File: src/rtl/wb_queue_if.sv
// Bundle of the writeback request, RF drain and forwarding signals for wb_queue.
// The slave modport is the queue's view. The master modport is the view of the producer and the RF side.
interface wb_queue_if #(parameter int AW = 2);
  logic          in_valid;
  logic          in_ready;
  logic [4:0]    in_rd;
  logic [31:0]   in_data;
  logic          drain_en;
  logic          RFWr;
  logic [4:0]    A3;
  logic [31:0]   WD;
  logic [4:0]    A1;
  logic [4:0]    A2;
  logic          fwd1_hit;
  logic [31:0]   fwd1_data;
  logic          fwd2_hit;
  logic [31:0]   fwd2_data;
  logic [AW:0]   count;
  logic          empty;
  logic          full;

  modport slave (
    input  in_valid, in_rd, in_data, drain_en, A1, A2,
    output in_ready, RFWr, A3, WD, fwd1_hit, fwd1_data, fwd2_hit, fwd2_data,
           count, empty, full
  );

  modport master (
    output in_valid, in_rd, in_data, drain_en, A1, A2,
    input  in_ready, RFWr, A3, WD, fwd1_hit, fwd1_data, fwd2_hit, fwd2_data,
           count, empty, full
  );
endinterface

File: src/rtl/wb_queue.sv
// Writeback queue in front of the register-file write port. It drains one entry per cycle in strict FIFO order.
// It also forwards the youngest queued value to the two decode read addresses.
module wb_queue #(
  parameter int DEPTH = 4,
  parameter int AW    = 2
) (
  input  logic        clk,
  input  logic        rst,
  wb_queue_if.slave   q
);

  localparam logic [AW-1:0] PTR_ONE  = AW'(1);
  localparam logic [AW:0]   CNT_ONE  = (AW+1)'(1);
  localparam logic [AW:0]   CNT_FULL = (AW+1)'(DEPTH);

  logic [4:0]    rdMem   [DEPTH];
  logic [31:0]   dataMem [DEPTH];
  logic [AW-1:0] head;
  logic [AW-1:0] tail;
  logic [AW:0]   cnt;

  logic isEmpty;
  logic isFull;
  logic accept;
  logic push;
  logic pop;

  assign isEmpty = (cnt == '0);
  assign isFull  = (cnt == CNT_FULL);
  assign accept  = q.in_valid & ~isFull;
  assign push    = accept & (q.in_rd != 5'd0);
  assign pop     = q.drain_en & ~isEmpty;

  assign q.in_ready = ~isFull;
  assign q.count    = cnt;
  assign q.empty    = isEmpty;
  assign q.full     = isFull;
  assign q.RFWr     = pop;
  assign q.A3       = isEmpty ? 5'd0  : rdMem[head];
  assign q.WD       = isEmpty ? 32'd0 : dataMem[head];

  always_ff @(posedge clk) begin
    if (rst) begin
      head <= '0;
      tail <= '0;
      cnt  <= '0;
    end else begin
      if (push) tail <= tail + PTR_ONE;
      if (pop)  head <= head + PTR_ONE;
      if (push && !pop)      cnt <= cnt + CNT_ONE;
      else if (pop && !push) cnt <= cnt - CNT_ONE;
    end
  end

  // Entry storage is not cleared on reset; only the occupancy state matters.
  always_ff @(posedge clk) begin
    if (!rst && push) begin
      rdMem[tail]   <= q.in_rd;
      dataMem[tail] <= q.in_data;
    end
  end

  // Scan from oldest to youngest so a later match overrides an earlier one.
  always_comb begin
    logic [AW-1:0] idx;
    logic          hit1;
    logic          hit2;
    logic [31:0]   dat1;
    logic [31:0]   dat2;
    idx  = head;
    hit1 = 1'b0;
    hit2 = 1'b0;
    dat1 = 32'd0;
    dat2 = 32'd0;
    for (int i = 0; i < DEPTH; i++) begin
      idx = head + AW'(i);
      if ((AW+1)'(i) < cnt) begin
        if (q.A1 != 5'd0 && rdMem[idx] == q.A1) begin
          hit1 = 1'b1;
          dat1 = dataMem[idx];
        end
        if (q.A2 != 5'd0 && rdMem[idx] == q.A2) begin
          hit2 = 1'b1;
          dat2 = dataMem[idx];
        end
      end
    end
    q.fwd1_hit  = hit1;
    q.fwd1_data = dat1;
    q.fwd2_hit  = hit2;
    q.fwd2_data = dat2;
  end

endmodule

File: src/flat_wrapper.sv
// flat-port wrapper written by rule: the top's interface ports become plain ports
module wb_queue_flat 
#(
  parameter int DEPTH = 4,
  parameter int AW    = 2
)
  (clk, rst, q_in_valid, q_in_rd, q_in_data, q_drain_en, q_A1, q_A2, q_in_ready, q_RFWr, q_A3, q_WD, q_fwd1_hit, q_fwd1_data, q_fwd2_hit, q_fwd2_data, q_count, q_empty, q_full);
  wb_queue_if #(.AW(AW)) q_i ();
  input  logic clk;
  input  logic rst;
  input wire logic [$bits(q_i.in_valid)-1:0] q_in_valid;
  input wire logic [$bits(q_i.in_rd)-1:0] q_in_rd;
  input wire logic [$bits(q_i.in_data)-1:0] q_in_data;
  input wire logic [$bits(q_i.drain_en)-1:0] q_drain_en;
  input wire logic [$bits(q_i.A1)-1:0] q_A1;
  input wire logic [$bits(q_i.A2)-1:0] q_A2;
  output wire logic [$bits(q_i.in_ready)-1:0] q_in_ready;
  output wire logic [$bits(q_i.RFWr)-1:0] q_RFWr;
  output wire logic [$bits(q_i.A3)-1:0] q_A3;
  output wire logic [$bits(q_i.WD)-1:0] q_WD;
  output wire logic [$bits(q_i.fwd1_hit)-1:0] q_fwd1_hit;
  output wire logic [$bits(q_i.fwd1_data)-1:0] q_fwd1_data;
  output wire logic [$bits(q_i.fwd2_hit)-1:0] q_fwd2_hit;
  output wire logic [$bits(q_i.fwd2_data)-1:0] q_fwd2_data;
  output wire logic [$bits(q_i.count)-1:0] q_count;
  output wire logic [$bits(q_i.empty)-1:0] q_empty;
  output wire logic [$bits(q_i.full)-1:0] q_full;
  assign q_i.in_valid = q_in_valid;
  assign q_i.in_rd = q_in_rd;
  assign q_i.in_data = q_in_data;
  assign q_i.drain_en = q_drain_en;
  assign q_i.A1 = q_A1;
  assign q_i.A2 = q_A2;
  assign q_in_ready = q_i.in_ready;
  assign q_RFWr = q_i.RFWr;
  assign q_A3 = q_i.A3;
  assign q_WD = q_i.WD;
  assign q_fwd1_hit = q_i.fwd1_hit;
  assign q_fwd1_data = q_i.fwd1_data;
  assign q_fwd2_hit = q_i.fwd2_hit;
  assign q_fwd2_data = q_i.fwd2_data;
  assign q_count = q_i.count;
  assign q_empty = q_i.empty;
  assign q_full = q_i.full;
  wb_queue #(.DEPTH(DEPTH), .AW(AW)) u_core (.clk(clk), .rst(rst), .q(q_i));
endmodule
File: config.mk
export PLATFORM = sky130hd
export DESIGN_NAME = wb_queue_flat
export DESIGN_NICKNAME = d
export VERILOG_FILES = /design/src/rtl/wb_queue_if.sv /design/src/rtl/wb_queue.sv /design/src/flat_wrapper.sv
export SDC_FILE = /design/constraint.sdc
export NUM_CORES = 1
export LEC_CHECK = 0
export BUFFER_PORTS_ARGS = -buffer_cell sky130_fd_sc_hd__clkbuf_2
export CORE_MARGIN = 2
export CORE_UTILIZATION = 58
export DETAILED_ROUTE_END_ITERATION = 8
export HOLD_SLACK_MARGIN = 0.12
export PLACE_DENSITY = 0.77
export SETUP_SLACK_MARGIN = 0.02
export SYNTH_ARGS = -nofsm -noshare
export SYNTH_HDL_FRONTEND = slang
export SYNTH_SLANG_ARGS = --single-unit
File: constraint.sdc
create_clock -name clk -period 8.7 [get_ports clk]
set_clock_uncertainty 0.2 [all_clocks]
set_input_delay 1.74 -clock clk [delete_from_list [all_inputs] [get_ports clk]]
set_output_delay 1.74 -clock clk [all_outputs]
set_load 0.1 [all_outputs]
Word level (Yosys, flattened, before mapping)
Memories as Yosys holds them, arrays and structs flattened. A register that Yosys moved wholly into a read port is not among the register bits.
Cells that the tools add are included.
{"block": "totals", "register_bits": 7, "ram_bits": 148, "in_bits": 51, "output_inout_bits": 110, "n_memories": 2}
{"name": "u_core.dataMem", "depth": 4, "width": 32, "read_ports": 4, "rd_ports_with_merged_regs": 1, "wr": 1, "line_no": "wb_queue.sv:17", "source": "logic [31:0] dataMem [DEPTH];"}
{"name": "u_core.rdMem", "depth": 4, "width": 5, "read_ports": 4, "rd_ports_with_merged_regs": 1, "wr": 1, "line_no": "wb_queue.sv:16", "source": "logic [4:0] rdMem [DEPTH];"}
{"block": "classes", "add_sub_neg": 6, "order_cmp": 4, "eq_ne": 9, "mux": 42, "bitwise_logic": 5, "reduce_logical": 19}
{"operator": "$mux 32", "count": 17}
{"operator": "$eq 5x5->1", "count": 8}
{"operator": "$mux 1", "count": 18}
{"operator": "$reduce_bool 5->1", "count": 3}
{"operator": "$logic_and 1x1->1", "count": 11}
{"operator": "$mux 2", "count": 4}
{"operator": "$lt 1x3->1 const A", "count": 2}
{"operator": "$lt 2x3->1 const A", "count": 2}
{"operator": "$mux 3", "count": 2}
{"operator": "$mux 5", "count": 1}
{"operator": "$add 2x1->2 const B", "count": 2}
{"operator": "$add 2x2->2 const B", "count": 2}
{"operator": "$add 3x1->3 const B", "count": 1}
{"operator": "$and 1x1->1", "count": 3}
{"operator": "$eq 3x3->1 const B", "count": 1}
{"operator": "$logic_not 1->1", "count": 3}
{"operator": "$logic_not 3->1", "count": 1}
{"operator": "$sub 3x1->3 const B", "count": 1}
{"operator": "$not 1->1", "count": 2}
{"operator": "$reduce_bool 2->1", "count": 1}

Logic depth before layout (Yosys ltp)
Gate-level depths: netlist (run 1).
{"block": "logic_depth", "word_depth": 10, "mapped_depth": 11}

Least setup slack after synthesis (run 1)
Ideal clock, no wire load.
{"block": "synth_timing", "path_kind": "input port to output port", "from": "input port q_A1[0]", "to": "output port q_fwd1_data[1]", "arrival_ps": 5443, "required_ps": 6760, "path_slack_ps": 1317, "path_stages": 8, "n_path_buf": 2, "cell_sequence": "clkbuf_1 > nor4_1 > a2111oi_0 > a31oi_1 > clkbuf_1 > nor3_1 > mux2i_1 > a221oi_1"}
{"block": "synth_via", "elab_chain_len": 10, "word_cells_on_any_way": 17, "classes_between": "4 x eq/ne; 8 x mux; 5 x reduce/logical"}
{"element": "from (decl)", "line_no": "flat_wrapper.sv:15", "source": "input wire logic [$bits(q_i.A1)-1:0] q_A1;"}
{"element": "$eq 5x5->1 / $reduce_bool 5->1 (equally long branches)", "line_no": "wb_queue.sv:78", "source": "if (q.A1 != 5'd0 && rdMem[idx] == q.A1) begin"}
{"element": "$logic_and 1x1->1", "line_no": "wb_queue.sv:78"}
{"element": "$mux 32", "line_no": "wb_queue.sv:78"}
{"element": "$mux 32", "line_no": "wb_queue.sv:77", "source": "if ((AW+1)'(i) < cnt) begin"}
{"element": "$mux 32", "line_no": "wb_queue.sv:78"}
{"element": "$mux 32", "line_no": "wb_queue.sv:77"}
{"element": "$mux 32", "line_no": "wb_queue.sv:78"}
{"element": "$mux 32", "line_no": "wb_queue.sv:77"}
{"element": "$mux 32", "line_no": "wb_queue.sv:78"}
{"element": "$mux 32 (*)", "line_no": "wb_queue.sv:77"}
{"element": "to (decl)", "line_no": "flat_wrapper.sv:22", "source": "output wire logic [$bits(q_i.fwd1_data)-1:0] q_fwd1_data;"}
Every way passes the cells marked *; elsewhere a longest branch is shown, timed or not.

Final worst setup path (run 1)
{"block": "layout_timing", "from": "input port q_A1[0]", "to": "output port q_fwd1_data[0]"}
Same word-level chain as after synthesis.

==> results of run 1 <==
[cells in the mapped netlist, types with 2 or more instances]
library cell and n:
nor4_1 3, nor2_2 2, nand4_1 5, edfxtp_1 148, nor4b_1 31, buf_6 3, o211ai_1 4, buf_2 30
nor3_1 65, a221oi_2 28, xor2_1 10, nor3b_1 3, a21oi_1 5, a221oi_1 3, or4_1 3, ha_1 9
buf_1 14, buf_4 4, mux2i_1 254, nand2_1 105, xnor2_1 33, inv_1 10, nand3_1 2, dfxtp_1 9
mux4_2 24, mux2_2 64, clkbuf_1 60, or3_1 3, and2_1 12, o21ai_0 126, nor2_1 75
[path summary, 6_finish.rpt]
kind / start / to / depth (start not counted)
hold reg to reg: u_core.tail[1] / u_core.tail[1] / 2
hold / removal: u_core.tail[1] / u_core.tail[1] / 2
setup reg to reg: u_core.q.count[0] / u_core.rdMem[1][0] / 7
setup / recovery: q_A1[0] / q_fwd1_data[0] / 9
[sequential cells by signal, summed over array words and instances (netlist names), named ones only]
name            cells
u_core.head         2
u_core.tail         2
u_core.rdMem       20
u_core.q.count      3
u_core.dataMem    128
[report_power, final]
part | internal (mW) | switching, mW | total, mW
Clock | 0.482 | 0.301 | 0.783
Sequential | 0.895 | 0.149 | 1.04
Combinational | 0.669 | 2.32 | 2.99
[routing by layer]
layer,share of wire,vias up,track usage
met3,0.094,84,0.0752
met1,0.40,4832,0.382
met5,0.00035,-,0
li1,-,4564,-
met4,0.027,2,0.135
met2,0.48,514,0.500
[area by class of cell]
cell class,instances,share of cell area
clock inverters,12,0.0138
multi-input cells,883,0.518
clock buffers,19,0.0316
inverters,10,0.00274
repair buffers,181,0.0700
diodes,1,0.000183
well taps,275,0.0251
flip-flops and latches,157,0.339
[through the flow]
step	power, mW	cell area [um^2]	hold WS [ps]	std cells	worst slack [ps]
6_report	4.81	13700	293	1538	1620
5_1_grt	4.99	13700	330	1538	1510
4_1_cts	4.79	13700	299	1537	1670
3_5_place_dp	4.01	13100	290	1506	1710
3_3_place_gp	3.98	13100	281	1506	1850
2_1_floorplan	3.45	12200	269	1161	1320
[critical path, stage by stage]
cell and delay, ps:
clkbuf_2 160, nor4_1 520, and2_1 210, nand4b_1 390, buf_4 440, nor2b_4 590, buf_4 470, a221oi_1 170
clkbuf_2 430
[cell families after synthesis]
kind of cell | after synthesis
DFF | 157
xor gates and xnor gates | 43
adders and majority gates | 9
buffers and inverters | 121
and+or+nand+nor | 315
muxes | 342
AOI/OAI and AO/OA | 174
==> impl_metrics.yaml, run 1 <==
worst_setup_path:
  crit_required_ps: 6760
  critical_path_class: "in -> out"
  cp_data_arrival_time_ps: 5140
  crit_fanout: 26
  cp-start-kind: "input pin"
  reg2reg_slack_ps: 5650
  critPathCaptureType: "output pin"
floorplanning:
  rows: 53
  die_x_um: 149
  fp.dieH_um: 149
  start_util: 0.585
  ios: 161
  core_region_area_um2: 20800
  dieArea_um2: 22200
timing:
  tns_ps: 0
  fin_crit_sh: 0.814
  final_max_slew_viol_count: 0
  max_freq_mhz: 141
  setup_viol: 0
  finalCriticalPeriod_ps: 7080
  rsz0062_at_grt: "false"
  hold_violations: 0
  tightest_slew_ps: 1170
  slew-limit-headroom: 0.217
detailed_routing:
  vias_per_cell: 6.50
  remaining_drc_errors: 0
  dr.pass1.iters: 5
  dr.first_iter.drc_count: 928
  wl_per_cell_um: 22.2
  postRouteAntennaNets: 0
  dr_total_vias: 9996
  wl_mm: 34.1
cells_and_area:
  seqCellArea_um2: 4640
  multiInputGateArea_um2: 7090
  layout_common_cells: "254 x mux2i_1, 160 x clkbuf_2, 148 x edfxtp_1, 126 x o21ai_0, 104 x nand2_1"
  area_growth_pct: 12.5
  nNetsFinal: 1310
  layout_commonest_cell: "mux2i_1"
  fin_util: 0.658
  nFillCells: 1639
  layout-drive-gt1-share: 0.272
min_path:
  hp-class: "reg -> reg"
logic_synthesis:
  synth_area_per_cell_um2: 10.5
  ys_ff_latch: 157
  synth_fa_ha_area_frac: 0.00925
  synth-xor-area-share: 0.0309
  syn-num-nets: 1221
  synth-seq-area-share: 0.380
  async_flop_share: 0
  yosys.area_share.simple: 0.125
  synthFlopType: "edfxtp_1"
  synth-edff-count: 148
  ys_top_cells_by_area: "edfxtp_1 36%, mux2i_1 21%, mux2_2 5.9%"
  synth_warnings: 0
  synth_compound_area_frac: 0.0990
  yosysTopAreaCell: "edfxtp_1"
  synth_cell_types: 45
  yosys.area.top_type_share: 0.365
  netlist_instances: 1161
  synth_top_family_by_area: "multiplexers"
  synthMuxAreaShare: 0.312
  syn_area_um2: 12200
clocking:
  clkSinkCount: 157
  holdBufCountCts: 0
  cts_buffers: 17
  clk_latency_ps: 420
  htreeDepth: 4
  clock-root-buffer: "clkbuf_16"
  path_clk_slew_ps: 60
  cts_resized: 0
  clockBufferDepth: 2
  post_cts_buffers: 0
  cts_tree: "done"
global_route:
  grt_pass1_vias: 9600
  grt_start_max_net_pins: 91
  antenna_found_initial: 3
  grt_overflow_total: 0
  grt_pass1_wl_mm: 52.1
  grt_usage: 0.304
place:
  gp_congestion: 0.910
  hpwl_mm: 21.5
  port_buffers: 160
pwr:
  cellLeakagePower_nw: 4.49
  ir_drop_v: 0.000323
  powerDensity_nw_per_um2: 351
job:
  maxCapViolations: 0
outcome:
  status: "finished clean"
(Power assumes the default switching activity.)
==> inputs of run 2 (changes only) <==
CORE_UTILIZATION = 54   (was 58)
PLACE_DENSITY = 0.75   (was 0.77)
clock period = 6.2 ns   (was 8.7 ns; I/O delays follow)
==> run 2 against run 1 <==
Effect of this change: critical path depth fell by 2; largest power group unchanged; critical path type is now reg -> out; clock power rose by 28%; first-iteration DRC count rose by 1.7%; global-route usage fell by 2.0 points; worst setup slack got worse by 1100 ps.
==> impl_metrics.yaml, run 2 (synthesis gave the netlist of run 1 again) <==
outcome:
  status: "finished clean"
global_route:
  grt_pass1_wl_mm: 53.0
  grt_start_max_net_pins: 96
  grt_pass1_vias: 9713
  grt_usage: 0.285
  grt_overflow_total: 0
  antenna_found_initial: 0
cells_and_area:
  nNetsFinal: 1319
  largest_reg_flops: 128
  insertedDiodeCount: 0
  layout_common_cells: "254 x mux2i_1, 148 x edfxtp_1, 111 x clkbuf_2, 105 x nand2_1, 96 x o21ai_0"
  layout-drive-gt1-share: 0.276
  layout_commonest_cell: "mux2i_1"
  top_register: "u_core.dataMem"
  area_growth_pct: 16.1
  multiInputGateArea_um2: 7090
  seqCellArea_um2: 4640
  nFillCells: 1713
clocking:
  htreeDepth: 4
  cts_tree: "done"
  cts_buffers: 17
  post_cts_buffers: 0
  clockBufferDepth: 2
  clk_latency_ps: 430
  clkSinkCount: 157
  cts_resized: 0
  holdBufCountCts: 0
  path_clk_slew_ps: 60
  clock-root-buffer: "clkbuf_16"
worst_setup_path:
  reg2reg_slack_ps: 3220
  cp-start-kind: "flop"
  crit_path_max_incr_delay_ps: 740
  crit_fanout: 33
  crit_cells: 7
  r2r_start: "u_core.q.count[0]"
  cp_slowest_cell: "a2111oi_0"
  reg2reg_to: "u_core.dataMem[2][13]"
  path_delay_family: "compound AO/OA/AOI/OAI gates"
  path_cells: "mux4_2, a2111oi_0, a31oi_4, nor3_1, mux2i_1, a221oi_1, buf_12"
  cp_data_arrival_time_ps: 4240
  worst-path-buf-inv: 1
  critPathCaptureType: "output pin"
  crit_required_ps: 4760
  critical_path_class: "reg -> out"
  ff2ff_path_depth: 7
timing:
  setup_viol: 0
  final_max_slew_viol_count: 0
  slew-limit-headroom: 0.211
  fin_crit_sh: 0.915
  hold_violations: 0
  tightest_slew_ps: 1180
  tns_ps: 0
  timing.final.ws_setup_ps: 525
  finalCriticalPeriod_ps: 5680
  hold_slack_ps: 305
  max_freq_mhz: 176
  rsz0062_at_grt: "false"
detailed_routing:
  postRouteAntennaNets: 0
  wl_mm: 34.1
  vias_per_cell: 6.37
  wl_per_cell_um: 22.0
  dr.first_iter.drc_count: 944
  dr.pass1.iters: 6
  remaining_drc_errors: 0
  dr_total_vias: 9886
place:
  hpwl_mm: 22.5
  preCtsSetupSlack_ps: 831
  port_buffers: 160
  gp_congestion: 0.991
pwr:
  powerDensity_nw_per_um2: 477
  ir_drop_v: 0.000471
  p_total_mw: 6.75
  cellLeakagePower_nw: 4.62
floorplanning:
  die_x_um: 154
  fp.dieH_um: 154
  dieArea_um2: 23800
  ios: 161
  start_util: 0.555
  rows: 54
  core_region_area_um2: 22000
min_path:
  hp-start: "u_core.tail[1]"
  whs_path_depth: 2
  hp-class: "reg -> reg"
  hold_end: "u_core.tail[1]"
job:
  maxCapViolations: 0
[run 2: cell types whose count changed in the layout (fill, tap and decap cells not counted), sizes merged]
cell,previous run,this run
clkbuf,179,130
buf,21,79
inv,11,10
diode,1,0
clkinvlp,1,3
bufinv,4,2
clkinv,6,7
[run 2: final cells by class]
| cell class | count | share of cell area |
|---|---|---|
| Multi-Input combinational cell | 883 | 0.501 |
| Sequential cell | 157 | 0.328 |
| Timing Repair Buffer | 190 | 0.104 |
| Clock buffer | 19 | 0.0306 |
| Tap cell | 280 | 0.0248 |
| Clock inverter | 12 | 0.00876 |
| Inverter | 10 | 0.00265 |
[run 2: through the flow]
step                utilization  instances  area, um^2
floorplan                     -       1161       12200
CTS                       0.644       1551       14100
finish                    0.644       1551       14100
global placement          0.619       1520       13600
global route              0.644       1551       14100
detailed placement        0.619       1520       13600
[run 2: how the worst max path moves through the flow]
| stage | endpoint | start |
|---|---|---|
| finish | q_fwd1_data[31] | flop |
| global route | q_fwd1_data[31] | flop |
| CTS | q_fwd1_data[31] | flop |
| detailed placement | q_fwd1_data[31] | q_A1[3] |
| global placement | q_fwd1_data[31] | q_A1[3] |
| floorplan | q_fwd1_data[0] | q_A1[0] |
[run 2: metal layers]
| metal | vias up | global-route usage | wire length, um | share of wire |
|---|---|---|---|---|
| met4 | 0 | 0.0988 | 712 | 0.021 |
| li1 | 4569 | - | - | - |
| met3 | 58 | 0.0496 | 2900 | 0.085 |
| met1 | 4771 | 0.371 | 13700 | 0.40 |
| met5 | - | 0 | 0 | 0 |
| met2 | 488 | 0.481 | 16700 | 0.49 |
[run 2: power breakdown]
group          internal [mW]  total (mW)  switching, mW
clock                  0.586        1.00          0.415
combinational           1.03        4.36           3.33
sequential              1.26        1.39          0.131
total                   2.87        6.75           3.88
[run 2: worst min-delay path, cell delays in order (launching register included)]
cell and delay, ps:
dfxtp_1 340, nand2_1 60, a21oi_1 50
==> inputs of run 3 (changes only) <==
--- a/config.mk
+++ b/config.mk
@@ -12,5 +12,4 @@
 export HOLD_SLACK_MARGIN = 0.12
 export PLACE_DENSITY = 0.75
-export SETUP_SLACK_MARGIN = 0.02
 export SYNTH_ARGS = -nofsm -noshare
 export SYNTH_HDL_FRONTEND = slang
==> constraint.sdc (replaced) <==
create_clock -name clk -period 6.2 [get_ports clk]
set_clock_uncertainty 0.2 [all_clocks]
set_input_delay 1.55 -clock clk [delete_from_list [all_inputs] [get_ports clk]]
set_output_delay 1.55 -clock clk [all_outputs]
set_load 0.02 [all_outputs]
==> run 3 against run 2 <==
Effect of this change: non-clock buffer count decreased by 1; sequential share of layout area grew 0.88 points; critical path depth up 2; register-to-register slack better by 50 ps; sequential cell count unchanged; clock-buffer cell count is 1 higher; critical path type unchanged; first-iteration DRC count up 0.85%; utilization is 1.7 points lower; global-route usage is essentially flat.
==> impl_metrics.yaml, run 3 (synthesis gave the netlist of run 1 again) <==
timing:
  final_max_slew_viol_count: 0
  fin_crit_sh: 0.930
  tns_ps: 0
  setup_viol: 0
  hold_violations: 0
  max_freq_mhz: 173
  tightest_slew_ps: 1020
  finalCriticalPeriod_ps: 5770
  slew-limit-headroom: 0.320
  rsz0062_at_grt: "false"
worst_setup_path:
  cp-start-kind: "flop"
  cp_data_arrival_time_ps: 4020
  critical_path_class: "reg -> out"
  crit_required_ps: 4450
  critPathCaptureType: "output pin"
  crit_fanout: 49
  reg2reg_slack_ps: 3270
pwr:
  p_total_mw: 5.21
  cellLeakagePower_nw: 4.54
  powerDensity_nw_per_um2: 378
  ir_drop_v: 0.000229
clocking:
  path_clk_slew_ps: 70
  clk_latency_ps: 430
  clockBufferDepth: 2
  clock-root-buffer: "clkbuf_16"
  holdBufCountCts: 0
  clkSinkCount: 157
  cts_buffers: 17
  htreeDepth: 4
  post_cts_buffers: 0
  cts_resized: 0
  cts_tree: "done"
cells_and_area:
  layout_common_cells: "254 x mux2i_1, 160 x clkbuf_2, 148 x edfxtp_1, 126 x o21ai_0, 105 x nand2_1"
  largest_reg_flops: 128
  nNetsFinal: 1318
  layout_commonest_cell: "mux2i_1"
  top_register: "u_core.dataMem"
  area_growth_pct: 13.1
  insertedDiodeCount: 0
  layout-drive-gt1-share: 0.278
global_route:
  grt_start_max_net_pins: 105
  met2_usage: 0.478
  globalRouteMet1Util: 0.365
  grt_pass1_vias: 9614
  grt_overflow_total: 0
  grt_usage: 0.285
  grt-busiest-layer: "met2"
  use_met3: 0.0574
  antenna_found_initial: 0
  grt_pass1_wl_mm: 52.4
outcome:
  status: "finished clean"
detailed_routing:
  dr.pass1.iters: 6
  dr_total_vias: 9921
  remaining_drc_errors: 0
  vias_per_cell: 6.40
  dr.first_iter.drc_count: 952
  wl_mm: 34.1
  postRouteAntennaNets: 0
  wl_per_cell_um: 22.0
floorplanning:
  core_region_area_um2: 22000
  start_util: 0.555
  rows: 54
  fp.dieH_um: 154
  die_x_um: 154
  dieArea_um2: 23800
  ios: 161
place:
  port_buffers: 160
  gp_congestion: 0.968
  hpwl_mm: 22.1
min_path:
  hp-class: "reg -> reg"
job:
  maxCapViolations: 0
run 3: changes by cell type in the layout (fill, tap and decap cells not counted), sizes merged:
| cell | change |
|---|---|
| buf | -50 |
| clkbuf | +50 |
| inv | +6 |
| clkinvlp | -3 |
| bufinv | -2 |
| clkinv | -1 |
run 3: cell type report:
class	instances	area, um^2
clock buffer	20	489
clock inverter	12	96.3
fill	1797	8190
inverter	10	37.5
multi-input combinational	883	7080
sequential	157	4640
tap	280	350
timing repair buffer	189	1080
run 3: stage by stage:
step	std cells	worst slack (ps)	hold WS, ps	instance area, um^2	util
2_1_floorplan	1161	909	269	12200	-
3_3_place_gp	1519	670	282	13200	0.600
3_5_place_dp	1519	594	308	13200	0.600
4_1_cts	1551	447	317	13800	0.627
5_1_grt	1551	236	318	13800	0.627
6_report	1551	432	312	13800	0.627
run 3: path summary, 6_finish.rpt:
| check | startpoint | endpoint | cells after the start |
|---|---|---|---|
| worst min register to register | u_core.tail[1] | u_core.tail[1] | 2 |
| worst min-delay path | u_core.tail[1] | u_core.tail[1] | 2 |
| worst max-delay path | u_core.head[0] | q_fwd2_data[31] | 9 |
| worst max register to register | u_core.q.count[0] | u_core.dataMem[1][11] | 7 |
run 3: routing by layer:
| metal | share of wire | wire length, um |
|---|---|---|
| met1 | 0.40 | 13800 |
| met2 | 0.48 | 16500 |
| met3 | 0.082 | 2800 |
| met4 | 0.030 | 1040 |
| met5 | 0 | 0 |
run 3: power by group:
group          leakage [nW]  total (mW)  internal (mW)  switching, mW
Clock                 0.294        1.03          0.579          0.448
Sequential             1.42        1.42           1.26          0.168
Combinational          2.83        2.76          0.970           1.79
run 3: critical path, stage by stage, from the launching register on:
cell and delay, ps:
dfxtp_4 720, buf_4 440, mux4_2 400, xnor2_1 160, nand4_1 170, nor2_4 460, buf_4 510, mux2i_1 330
o21ai_0 170, clkbuf_2 190
